**config.mk**
```make
export PLATFORM = sky130hd
export DESIGN_NAME = dma_copy_rc
export DESIGN_NICKNAME = d
export VERILOG_FILES = /design/src/rtl/dma_copy_rc_pkg.sv /design/src/rtl/dma_copy_rc_csum.sv /design/src/rtl/dma_copy_rc.sv
export SDC_FILE = /design/constraint.sdc
export NUM_CORES = 1
export LEC_CHECK = 0
export CELL_PAD_IN_SITES_DETAIL_PLACEMENT = 2
export CELL_PAD_IN_SITES_GLOBAL_PLACEMENT = 2
export CORE_UTILIZATION = 40
export DETAILED_ROUTE_END_ITERATION = 8
export DONT_BUFFER_PORTS = 1
export GPL_ROUTABILITY_DRIVEN = 0
export PLACE_DENSITY_LB_ADDON = 0.1
export SLEW_MARGIN = 20
export SYNTH_ARGS = -nofsm -noshare
export SYNTH_HDL_FRONTEND = slang
export SYNTH_HIERARCHICAL = 1
export SYNTH_SLANG_ARGS = --single-unit
```
**constraint.sdc**
```tcl
create_clock -name clk -period 3.2 [get_ports clk]
set_clock_uncertainty 0.1 [all_clocks]
set_input_delay 0.48 -clock clk [delete_from_list [all_inputs] [get_ports clk]]
set_output_delay 0.48 -clock clk [all_outputs]
set_load 0.1 [all_outputs]
```
**src/rtl/dma_copy_rc_pkg.sv**
```systemverilog
// -----------------------------------------------------------------------------
// dma_copy_rc_pkg
// Shared definitions for the block-copy initiator: FSM state encoding,
// default bus widths and the memory-map constants of the 7-bit ROM/SRAM space.
// -----------------------------------------------------------------------------
package dma_copy_rc_pkg;

   localparam int AW_DEF        = 7;    // address width
   localparam int DW_DEF        = 8;    // data width
   localparam int SRAM_BASE_DEF = 64;   // lowest writable address
   localparam int ADDR_SPAN     = 128;  // size of the whole address space

   typedef enum logic [1:0] {
      ST_IDLE = 2'd0,
      ST_RD   = 2'd1,
      ST_WR   = 2'd2,
      ST_DONE = 2'd3
   } state_t;

endpackage : dma_copy_rc_pkg

```
**src/rtl/dma_copy_rc_csum.sv**
```systemverilog
// -----------------------------------------------------------------------------
// dma_copy_rc_csum
// Modulo-2^DW running byte sum of the bytes read during a copy.
// Only instantiated when DMA_COPY_RC_CHECKSUM_EN is defined.
//
// Ports:
//   clk     in   system clock, rising edge
//   rst_n   in   asynchronous active-low reset
//   i_clr   in   clear the sum (accepted start)
//   i_en    in   add i_data into the sum this cycle
//   i_data  in   byte to accumulate
//   o_sum   out  current sum (registered)
// -----------------------------------------------------------------------------
module dma_copy_rc_csum
   import dma_copy_rc_pkg::*;
#(
   parameter int DW = DW_DEF
) (
   input  logic          clk,
   input  logic          rst_n,
   input  logic          i_clr,
   input  logic          i_en,
   input  logic [DW-1:0] i_data,
   output logic [DW-1:0] o_sum
);

   logic [DW-1:0] r_sum;

   // Accumulator: clear wins over accumulate; wraps naturally at 2^DW.
   always_ff @(posedge clk or negedge rst_n) begin
      if (!rst_n) begin
         r_sum <= {DW{1'b0}};
      end else if (i_clr) begin
         r_sum <= {DW{1'b0}};
      end else if (i_en) begin
         r_sum <= r_sum + i_data;
      end else begin
         r_sum <= r_sum;
      end
   end

   assign o_sum = r_sum;

endmodule : dma_copy_rc_csum

```
**src/rtl/dma_copy_rc.sv**
```systemverilog
// -----------------------------------------------------------------------------
// dma_copy_rc
// Bus initiator that copies a block of bytes from anywhere in the 7-bit
// ROM/SRAM space into the SRAM region, one byte per two cycles (RD then WR).
// Memory-side outputs decode only from registered state/pointers.
//
// Optional feature macro: DMA_COPY_RC_CHECKSUM_EN
//   defined   -> checksum accumulates every byte read (mod 256)
//   undefined -> checksum is tied to 0
//
// Ports:
//   clk       in   system clock, rising edge
//   rst_n     in   asynchronous active-low reset
//   start     in   one-cycle request, sampled only in IDLE
//   src_addr  in   first source address
//   dst_addr  in   first destination address
//   len       in   byte count (0..127)
//   mem_addr  out  address to the memory decoder
//   mem_we    out  write enable (only in WR)
//   mem_din   out  write data
//   mem_dout  in   combinational read data
//   busy      out  high in RD and WR
//   done      out  one-cycle completion pulse
//   err       out  sticky illegal-request flag, cleared by accepted start
//   checksum  out  running byte sum of read data
// -----------------------------------------------------------------------------
module dma_copy_rc
   import dma_copy_rc_pkg::*;
#(
   parameter int AW        = AW_DEF,
   parameter int DW        = DW_DEF,
   parameter int SRAM_BASE = SRAM_BASE_DEF
) (
   input  logic          clk,
   input  logic          rst_n,
   input  logic          start,
   input  logic [AW-1:0] src_addr,
   input  logic [AW-1:0] dst_addr,
   input  logic [AW-1:0] len,
   output logic [AW-1:0] mem_addr,
   output logic          mem_we,
   output logic [DW-1:0] mem_din,
   input  logic [DW-1:0] mem_dout,
   output logic          busy,
   output logic          done,
   output logic          err,
   output logic [DW-1:0] checksum
);

   localparam logic [AW:0]   LP_SRAM_BASE = (AW+1)'(SRAM_BASE);
   localparam logic [AW:0]   LP_SPAN      = (AW+1)'(ADDR_SPAN);
   localparam logic [AW-1:0] LP_ONE       = AW'(1);

   state_t        r_state;
   state_t        w_next_state;
   logic [AW-1:0] r_src_ptr;
   logic [AW-1:0] r_dst_ptr;
   logic [AW-1:0] r_remain;
   logic [DW-1:0] r_data_q;
   logic          r_err;
   logic [AW:0]   w_dst_end;
   logic          w_illegal;
   logic          w_accept;

   // End address is computed one bit wider so a range running past the top
   // of the map is caught instead of wrapping into ROM.
   assign w_dst_end = {1'b0, dst_addr} + {1'b0, len};
   assign w_illegal = ({1'b0, dst_addr} < LP_SRAM_BASE) || (w_dst_end > LP_SPAN);
   assign w_accept  = (r_state == ST_IDLE) && start;

   // State register.
   always_ff @(posedge clk or negedge rst_n) begin
      if (!rst_n) begin
         r_state <= ST_IDLE;
      end else begin
         r_state <= w_next_state;
      end
   end

   // Next-state logic: illegal and zero-length requests go straight to DONE.
   always_comb begin
      w_next_state = r_state;
      case (r_state)
         ST_IDLE: begin
            if (start) begin
               if (w_illegal || (len == {AW{1'b0}})) begin
                  w_next_state = ST_DONE;
               end else begin
                  w_next_state = ST_RD;
               end
            end else begin
               w_next_state = ST_IDLE;
            end
         end
         ST_RD:   w_next_state = ST_WR;
         ST_WR: begin
            if (r_remain == LP_ONE) begin
               w_next_state = ST_DONE;
            end else begin
               w_next_state = ST_RD;
            end
         end
         ST_DONE: w_next_state = ST_IDLE;
         default: w_next_state = ST_IDLE;
      endcase
   end

   // Datapath: request latch on accept, read capture in RD, pointer step in WR.
   always_ff @(posedge clk or negedge rst_n) begin
      if (!rst_n) begin
         r_src_ptr <= {AW{1'b0}};
         r_dst_ptr <= {AW{1'b0}};
         r_remain  <= {AW{1'b0}};
         r_data_q  <= {DW{1'b0}};
         r_err     <= 1'b0;
      end else begin
         case (r_state)
            ST_IDLE: begin
               if (start) begin
                  r_src_ptr <= src_addr;
                  r_dst_ptr <= dst_addr;
                  r_remain  <= len;
                  r_err     <= w_illegal;
               end
            end
            ST_RD: r_data_q <= mem_dout;
            ST_WR: begin
               r_src_ptr <= r_src_ptr + LP_ONE;   // wraps 127 -> 0
               r_dst_ptr <= r_dst_ptr + LP_ONE;
               r_remain  <= r_remain - LP_ONE;
            end
            default: begin
            end
         endcase
      end
   end

   // Output decode from registered state only.
   always_comb begin
      mem_addr = {AW{1'b0}};
      mem_we   = 1'b0;
      mem_din  = {DW{1'b0}};
      busy     = 1'b0;
      done     = 1'b0;
      case (r_state)
         ST_IDLE: begin
         end
         ST_RD: begin
            mem_addr = r_src_ptr;
            busy     = 1'b1;
         end
         ST_WR: begin
            mem_addr = r_dst_ptr;
            mem_we   = 1'b1;
            mem_din  = r_data_q;
            busy     = 1'b1;
         end
         ST_DONE: done = 1'b1;
         default: begin
         end
      endcase
   end

   assign err = r_err;

`ifdef DMA_COPY_RC_CHECKSUM_EN
   dma_copy_rc_csum #(
      .DW (DW)
   ) u_csum (
      .clk    (clk),
      .rst_n  (rst_n),
      .i_clr  (w_accept),
      .i_en   (r_state == ST_RD),
      .i_data (mem_dout),
      .o_sum  (checksum)
   );
`else
   assign checksum = {DW{1'b0}};
`endif

endmodule : dma_copy_rc

```
### Word-level counts from Yosys, hierarchy flattened

Index checks and enable logic that the tools add are counted.

* logic and storage cells: 40
* input port bits: 32
* register bits: 32

* reduce and logical (&&, ||, !) cells: 8
* multiplexer cells: 15
* $add $sub $neg: 4
* magnitude comparators: 2
* equality and inequality tests: 5

Operators with widths (count)
* 7-bit one-hot mux with 2 select lines: 4
* 7-bit 2-to-1 mux: 3
* 7-bit by 1-bit adder with 7-bit output, second input constant: 2
* 7-bit by 7-bit adder with 8-bit output: 1
* 8-bit greater-than comparator, second input constant: 1
* 8-bit 2-to-1 mux: 1
* 2-bit one-hot mux with 4 select lines: 1
* 7-bit by 1-bit == test with 1-bit output, second input constant: 1
* 7-bit zero test: 1
* 7-bit < comparator, second input constant: 1
* 7-bit by 1-bit subtractor with 7-bit output, second input constant: 1
* 2-bit 2-to-1 mux: 3
* 2-bit == test, second input constant: 2
* 2-bit AND reduction: 2
* 1-bit 2-to-1 mux: 3
* 2-bit by 1-bit == test with 1-bit output, second input constant: 1
* 2-bit zero test: 1
* 1-bit logical OR: 2
* 2-bit inequality test, second input constant: 1
* 2-bit nonzero test: 1
* 2-bit OR reduction: 1

### Depth between registers and ports, before layout

Gate-level depths: netlist of the first run.

* depth after elaboration: 7
* gate-level depth with buffers: 9

### Worst setup path after synthesis of the first run

No wires, ideal clock.

* path kind: flip-flop to output port
* start point: register r_state[0]
* end point: output mem_addr[0]
* arrival time: 4152 ps
* setup slack: -1532 ps
* data required time: 2620 ps
* cell stages (with the launch flop): 7
* cell sequence: dfrtp_1 -> inv_1 -> ha_1 -> buf_2 -> buf_1 -> nand2_1 -> a21boi_0

* longest elaborated chain between the ends: 2
* elaborated cells on any way between the ends: 3

Ends and longest elaborated chain
* start: declaration: line dma_copy_rc.sv:54 `state_t r_state;`
* start signal: assignment: line dma_copy_rc.sv:76 `r_state <= w_next_state;`
* 2-bit == test or 2-bit by 1-bit == test with 1-bit output (tied branches): line dma_copy_rc.sv:145 `case (r_state)`
* 7-bit one-hot mux with 2 select lines *: line dma_copy_rc.sv:145
* end: declaration: line dma_copy_rc.sv:40 `output logic [AW-1:0] mem_addr,`

Every way passes the cells marked *; elsewhere a longest branch is shown, timed or not.

### Worst setup path after layout of the first run

* start point: register r_state[0]
* end point: output mem_addr[4]

The elaborated chain is that of the path after synthesis.

==> metrics.txt, run 1 <==
wire per inst=20.6 um; synthesis-to-layout area growth=13.5%; Placement Cell Area=2370 um2; via count=1922; Post-DRT Antenna Nets=0; Final setup violation count=0; FF+latch area=801 um2; IO Port Bufs=0; vias per cell=5.88; CP Class=register to output port; WP data required=2620 ps; Max Clk Rate=391 MHz; synth cell count leaders=dfrtp_1 (32), a21oi_1 (28), o21ai_0 (17), ha_1 (15), o22ai_1 (14); Distinct cells, synth=45; vias in the first global route=2121; Post-DP HPWL=4970 um; layout cells sized above 1=19.5%; TritonCTS clock tree=done; Post-Syn Instances=241; hold crit path type=input port to register; Synth area leader=dfrtp_1; Mean Syn Cell Area=9.11 um2; largest net degree at the start of global routing=38; number of buffers created by CTS=5; CTS clk-pin slew, worst paths=70 ps; site row count=26; Setup crit end kind=output port; maximum clock path buffer count=2; worst skew pair latency=280 ps; initial drt markers=70; Slew Limit Fails=0; top-count cell post-synth=dfrtp_1; Top FF cell, synth=dfrtp_1; area of the multi-input gates=1310 um2; RSZ-0062 raised after global routing=false; design area=2490 um2; root buffer cell=clkbuf_8; status=finished clean; Die Width=76.1 um; CTS resizes=0; Yosys top cell area share=36.5%; H-Tree Depth=2; initial antenna violation count=0; Post-synth ARST share=100%; Min Hold Slack=247 ps; setup slack, reg-to-reg=880 ps; critical path launch point type=register; GR Overflow Total=0; fin crit period=2560 ps; First-pass DRT Iterations=4; Die H=76.1 um; Die Area=5790 um2; Post-Syn Area=2190 um2; max cap viols=0; sequential-to-total area share from yosys stat=36.5%; io pins=59; Max-slew headroom=36.1%; fin nets=304; Diodes inserted=0; Yosys reg bits=32; number of synthesized flops with an enable pin=0; pin slew with the least headroom to its limit=961 ps; Starting Density=42.2%; period utilisation layout=80.0%; Worst EP arrival=1980 ps; core footprint=5200 um2; DR DRC count=0; Critical Path Fanout Max=37; GRT Resource Usage Total=24.4%; Synth area leaders=dfrtp_1 (36%), ha_1 (8.6%), a21oi_1 (6.4%), mux2_2 (4.1%), o22ai_1 (4.0%); Total Wirelength=6730 um; first-pass GRT wire length=11100 um; Fillers=554; clock net sink count=32; yosys warns=6; Final Hold Viols=0
-- sequential cells by signal (all words and copies together), names as in the netlist --
name,count
err,1
r_data_q,8
r_dst_ptr,7
r_remain,7
r_src_ptr,7
r_state,2
-- path summary, 6_finish.rpt --
check | cells after the start | start | to
worst max-delay path | 6 | r_state[0] | mem_addr[4]
worst max register to register | 7 | r_state[1] | r_dst_ptr[4]
min in group asynchronous | 2 | rst_n | r_src_ptr[0]
worst min-delay path | 1 | mem_dout[1] | r_data_q[1]
worst min register to register | 1 | r_data_q[1] | r_data_q[1]
max in group asynchronous | 2 | rst_n | r_remain[2]
-- cell usage in the layout (no fill, tap or decap), drive strengths merged, types with 2 or more instances in the layout --
cell	count
nor2b	6
mux2	8
o21bai	2
nor2	10
mux2i	5
clkinv	2
conb	8
a211oi	3
ha	15
nor4	3
dfrtp	32
nor3	3
o211ai	2
nand3	12
a22oi	6
buf	19
o21ai	18
and2	8
o22ai	14
inv	10
nand2	11
xor2	2
and3	7
a21oi	28
clkbuf	6
-- critical path: stages (launching register included) --
cell	delay [ps]
dfrtp_1	400
inv_1	100
ha_2	190
buf_4	360
a22oi_1	200
nor2b_2	150
buf_4	290
-- area by class of cell --
class	count	area share (%)
multi-input combinational	187	52.5
clock buffer	6	3.32
timing repair buffer	20	6.63
clock inverter	2	0.402
sequential	32	32.2
inverter	10	1.51
tap	70	3.52
-- layer usage --
layer,vias to the layer above,global-route usage [%],routed length [um]
li1,904,-,-
met4,0,5.96,101
met1,962,28.3,2800
met3,9,5.51,313
met2,47,45.1,3520
met5,-,0,0
-- metrics by stage --
stage / worst slack, ps / cells / util (%) / setup TNS (ps)
after floorplan: -295 / 248 / - / -295
after global placement: 965 / 317 / 45.5 / 0
after detailed placement: 799 / 317 / 45.5 / 0
after CTS: 623 / 327 / 47.8 / 0
after global routing: 514 / 327 / 47.8 / 0
final: 642 / 327 / 47.8 / 0
-- repair_timing --
action	CTS	global route
buffers inserted	0	0
hold buffers	2	0
endpoints found under the hold margin	32	0
-- cell families after synthesis --
group,Yosys count,share of synthesized area (%)
buffers and inverters,29,6.73
AO/OA/AOI/OAI,81,23.4
flip-flops,32,36.5
other,1,0.171
multiplexers,13,6.39
AND/OR/NAND/NOR,66,16.1
XOR/XNOR,3,1.20
adder cells (fa/ha/maj),16,9.46
Power of run 1 is left out: the tool's default activity adds up to more than one toggle a clock period on the data nets, which glitch-free logic cannot reach.
==> run 2: changes to the inputs <==
CORE_UTILIZATION = 34   (was 40)
clock period = 2.15 ns   (was 3.2 ns; I/O delays follow)
==> metrics.txt, run 2 (synthesized netlist as in run 1, its figures left out) <==
Die H=82.3 um (was 76.1 um); IO Port Bufs=0 (unchanged); Fillers=641 (was 554); root buffer cell=clkbuf_8 (unchanged); max reg flops=8 (unchanged); Die Width=82.3 um (was 76.1 um); Die Area=6780 um2 (was 5790 um2); GR Overflow Total=0 (unchanged); IR drop worst, VDD=0.000811 V; setup slack, reg-to-reg=210 ps (was 880 ps); period utilisation layout=97.0%; most frequent cells in the layout=dfrtp_1 (32), a21oi_1 (28), o21ai_0 (17), buf_12 (15), o22ai_1 (14) (was dfrtp_1 (32), a21oi_1 (28), buf_4 (18), o21ai_0 (17)); setup total negative slack=0 ps (unchanged); via count=1943 (was 1922); M1 WL=2740 um (was 2800 um); FF-to-FF Start=r_state[1] (unchanged); first-pass GRT wire length=11000 um (was 11100 um); Post-CTS Setup Repair Bufs=0 (unchanged); R2R cell count=8 (was 7); core footprint=6060 um2 (was 5200 um2); status=finished clean (unchanged); placed cells=326 (was 317); Starting Density=36.2% (was 42.2%); TritonCTS clock tree=done (unchanged); Final Hold Viols=0 (unchanged); initial antenna violation count=0 (unchanged); worst skew pair latency=290 ps (was 280 ps); largest net degree at the start of global routing=39 (was 38); Setup crit end kind=output port (unchanged); area of the multi-input gates=1420 um2 (was 1310 um2); Met3 Wirelength=293 um (was 313 um); GRT Resource Usage Total=22.3% (was 24.4%); Worst Hold Path EP=r_data_q[6] (was r_data_q[1]); fin nets=308 (was 304); Top reg by flops=r_data_q (unchanged); crit-path max cell delay=440 ps (was 400 ps); DR DRC count=0 (unchanged); Final setup violation count=0 (unchanged); initial drt markers=49 (was 70); WP buf/inv=2 (was 3); RSZ-0062 raised after global routing=false (unchanged); Met2 Wirelength=3790 um (was 3520 um); LEAKAGE=1.18 nW; Post-DP HPWL=5280 um (was 4970 um); RR Endpoint=r_src_ptr[3] (was r_dst_ptr[4]); maximum clock path buffer count=2 (unchanged); hold wc startpoint=mem_dout[6] (was mem_dout[1]); Critical Path Fanout Max=9 (was 37); site row count=28 (was 26); delay-heaviest family, CP=flip-flops (was buffers and inverters); Pwr Total=5.52 mW; hold crit path type=input port to register (unchanged); First-pass DRT Iterations=4 (unchanged); Max Clk Rate=479 MHz; FF+latch area=801 um2 (unchanged); wire per inst=20.5 um (was 20.6 um); max cap viols=0 (unchanged); layout cells sized above 1=26.8% (was 19.5%); Max Used Layer=met4 (unchanged); synthesis-to-layout area growth=29.1% (was 13.5%); Slew Limit Fails=0 (unchanged); CTS clk-pin slew, worst paths=70 ps (about the same); Min Hold Slack=89.2 ps (was 247 ps); number of buffers created by CTS=5 (unchanged); CP Class=register to output port (unchanged); Slowest-stage cell, CP=dfrtp_1 (unchanged); H-Tree Depth=2 (unchanged); WP data required=1730 ps (was 2620 ps); critical path launch point type=register (unchanged); Post-DRT Antenna Nets=0 (unchanged); fin crit period=2090 ps; most common cell after layout, fill and taps aside=dfrtp_1 (unchanged); CP Cell Sequence=inv_1 -> ha_4 -> nand2_1 -> a21boi_4 -> buf_12 (was inv_1 -> ha_2 -> buf_4 -> a22oi_1 -> nor2b_2 -> buf_4); vias in the first global route=2112 (was 2121); Total Wirelength=6900 um (was 6730 um); Final Util=46.7% (was 47.8%); Diodes inserted=0 (unchanged); pwr dens=1950 nW/um2; vias per cell=5.78 (was 5.88); Finished Layout Cells=336 (was 327); clock net sink count=32 (unchanged); Worst EP arrival=1660 ps (was 1980 ps); Hold Path Cell Cnt=1 (unchanged); io pins=59 (unchanged)
## run 2: changes by cell type in the layout (fill, tap and decap cells not counted), moves of 4 or more
cell,before,now
nor2b_2,4,0
buf_4,18,7
a22oi_1,6,0
and2_1,6,0
and2_2,2,6
a22oi_2,0,6
nor2b_4,2,6
buf_12,1,15
## run 2: area by class of cell
type	count	share of cell area, %
clock buffers	6	2.56
clock inverters	2	1.24
inverters	10	1.33
multi-input cells	187	50.1
flip-flops and latches	32	28.3
well taps	75	3.31
repair buffers	24	13.2
## run 2: how the worst max path moves through the flow
stage / start / to / slack (ps) / cells past startpoint
floorplan: r_state[0] / mem_addr[0] / -50 / 6
global placement: dst_addr[0] / err / 80 / 7
detailed placement: dst_addr[0] / r_state[1] / -70 / 7
CTS: r_state[0] / mem_addr[2] / -7 / 6
global route: r_state[1] / mem_addr[0] / 8 / 5
finish: r_state[1] / mem_addr[0] / 60 / 5
## run 2: routing by layer
| layer | track usage [%] | vias up |
|---|---|---|
| met5 | 0 | - |
| met4 | 7.02 | 0 |
| met3 | 4.51 | 4 |
| met2 | 42.2 | 45 |
| met1 | 24.7 | 987 |
| li1 | - | 907 |
## run 2: power breakdown
group          internal [mW]  switching, mW
logic                   1.35           2.31
clock network          0.344          0.239
registers              0.915          0.355
## run 2: metrics by stage
stage / cell area, um2 / worst slack, ps
2_1_floorplan: 2340 / -45.8
3_3_place_gp: 2650 / 78.7
3_5_place_dp: 2650 / -67.8
4_1_cts: 2820 / -6.84
5_1_grt: 2830 / 8.28
6_report: 2830 / 64.1
## run 2: timing repair
item / 4_1_cts / 5_1_grt
hold buffers: 2 / 0
gates resized for setup: 8 / 2
setup endpoints to repair: 9 / 5
hold endpoints to repair: 32 / 0
cloned: 0 / 0
## run 2: worst register-to-register path: cells and delay by family (launching register included)
family | cells | cell delay [ps]
fa+ha+maj | 1 | 220
compound gates | 3 | 350
flops | 1 | 440
buf+inv | 2 | 420
simple gates | 2 | 280
Note: power is estimated with default switching activity, not from simulation.
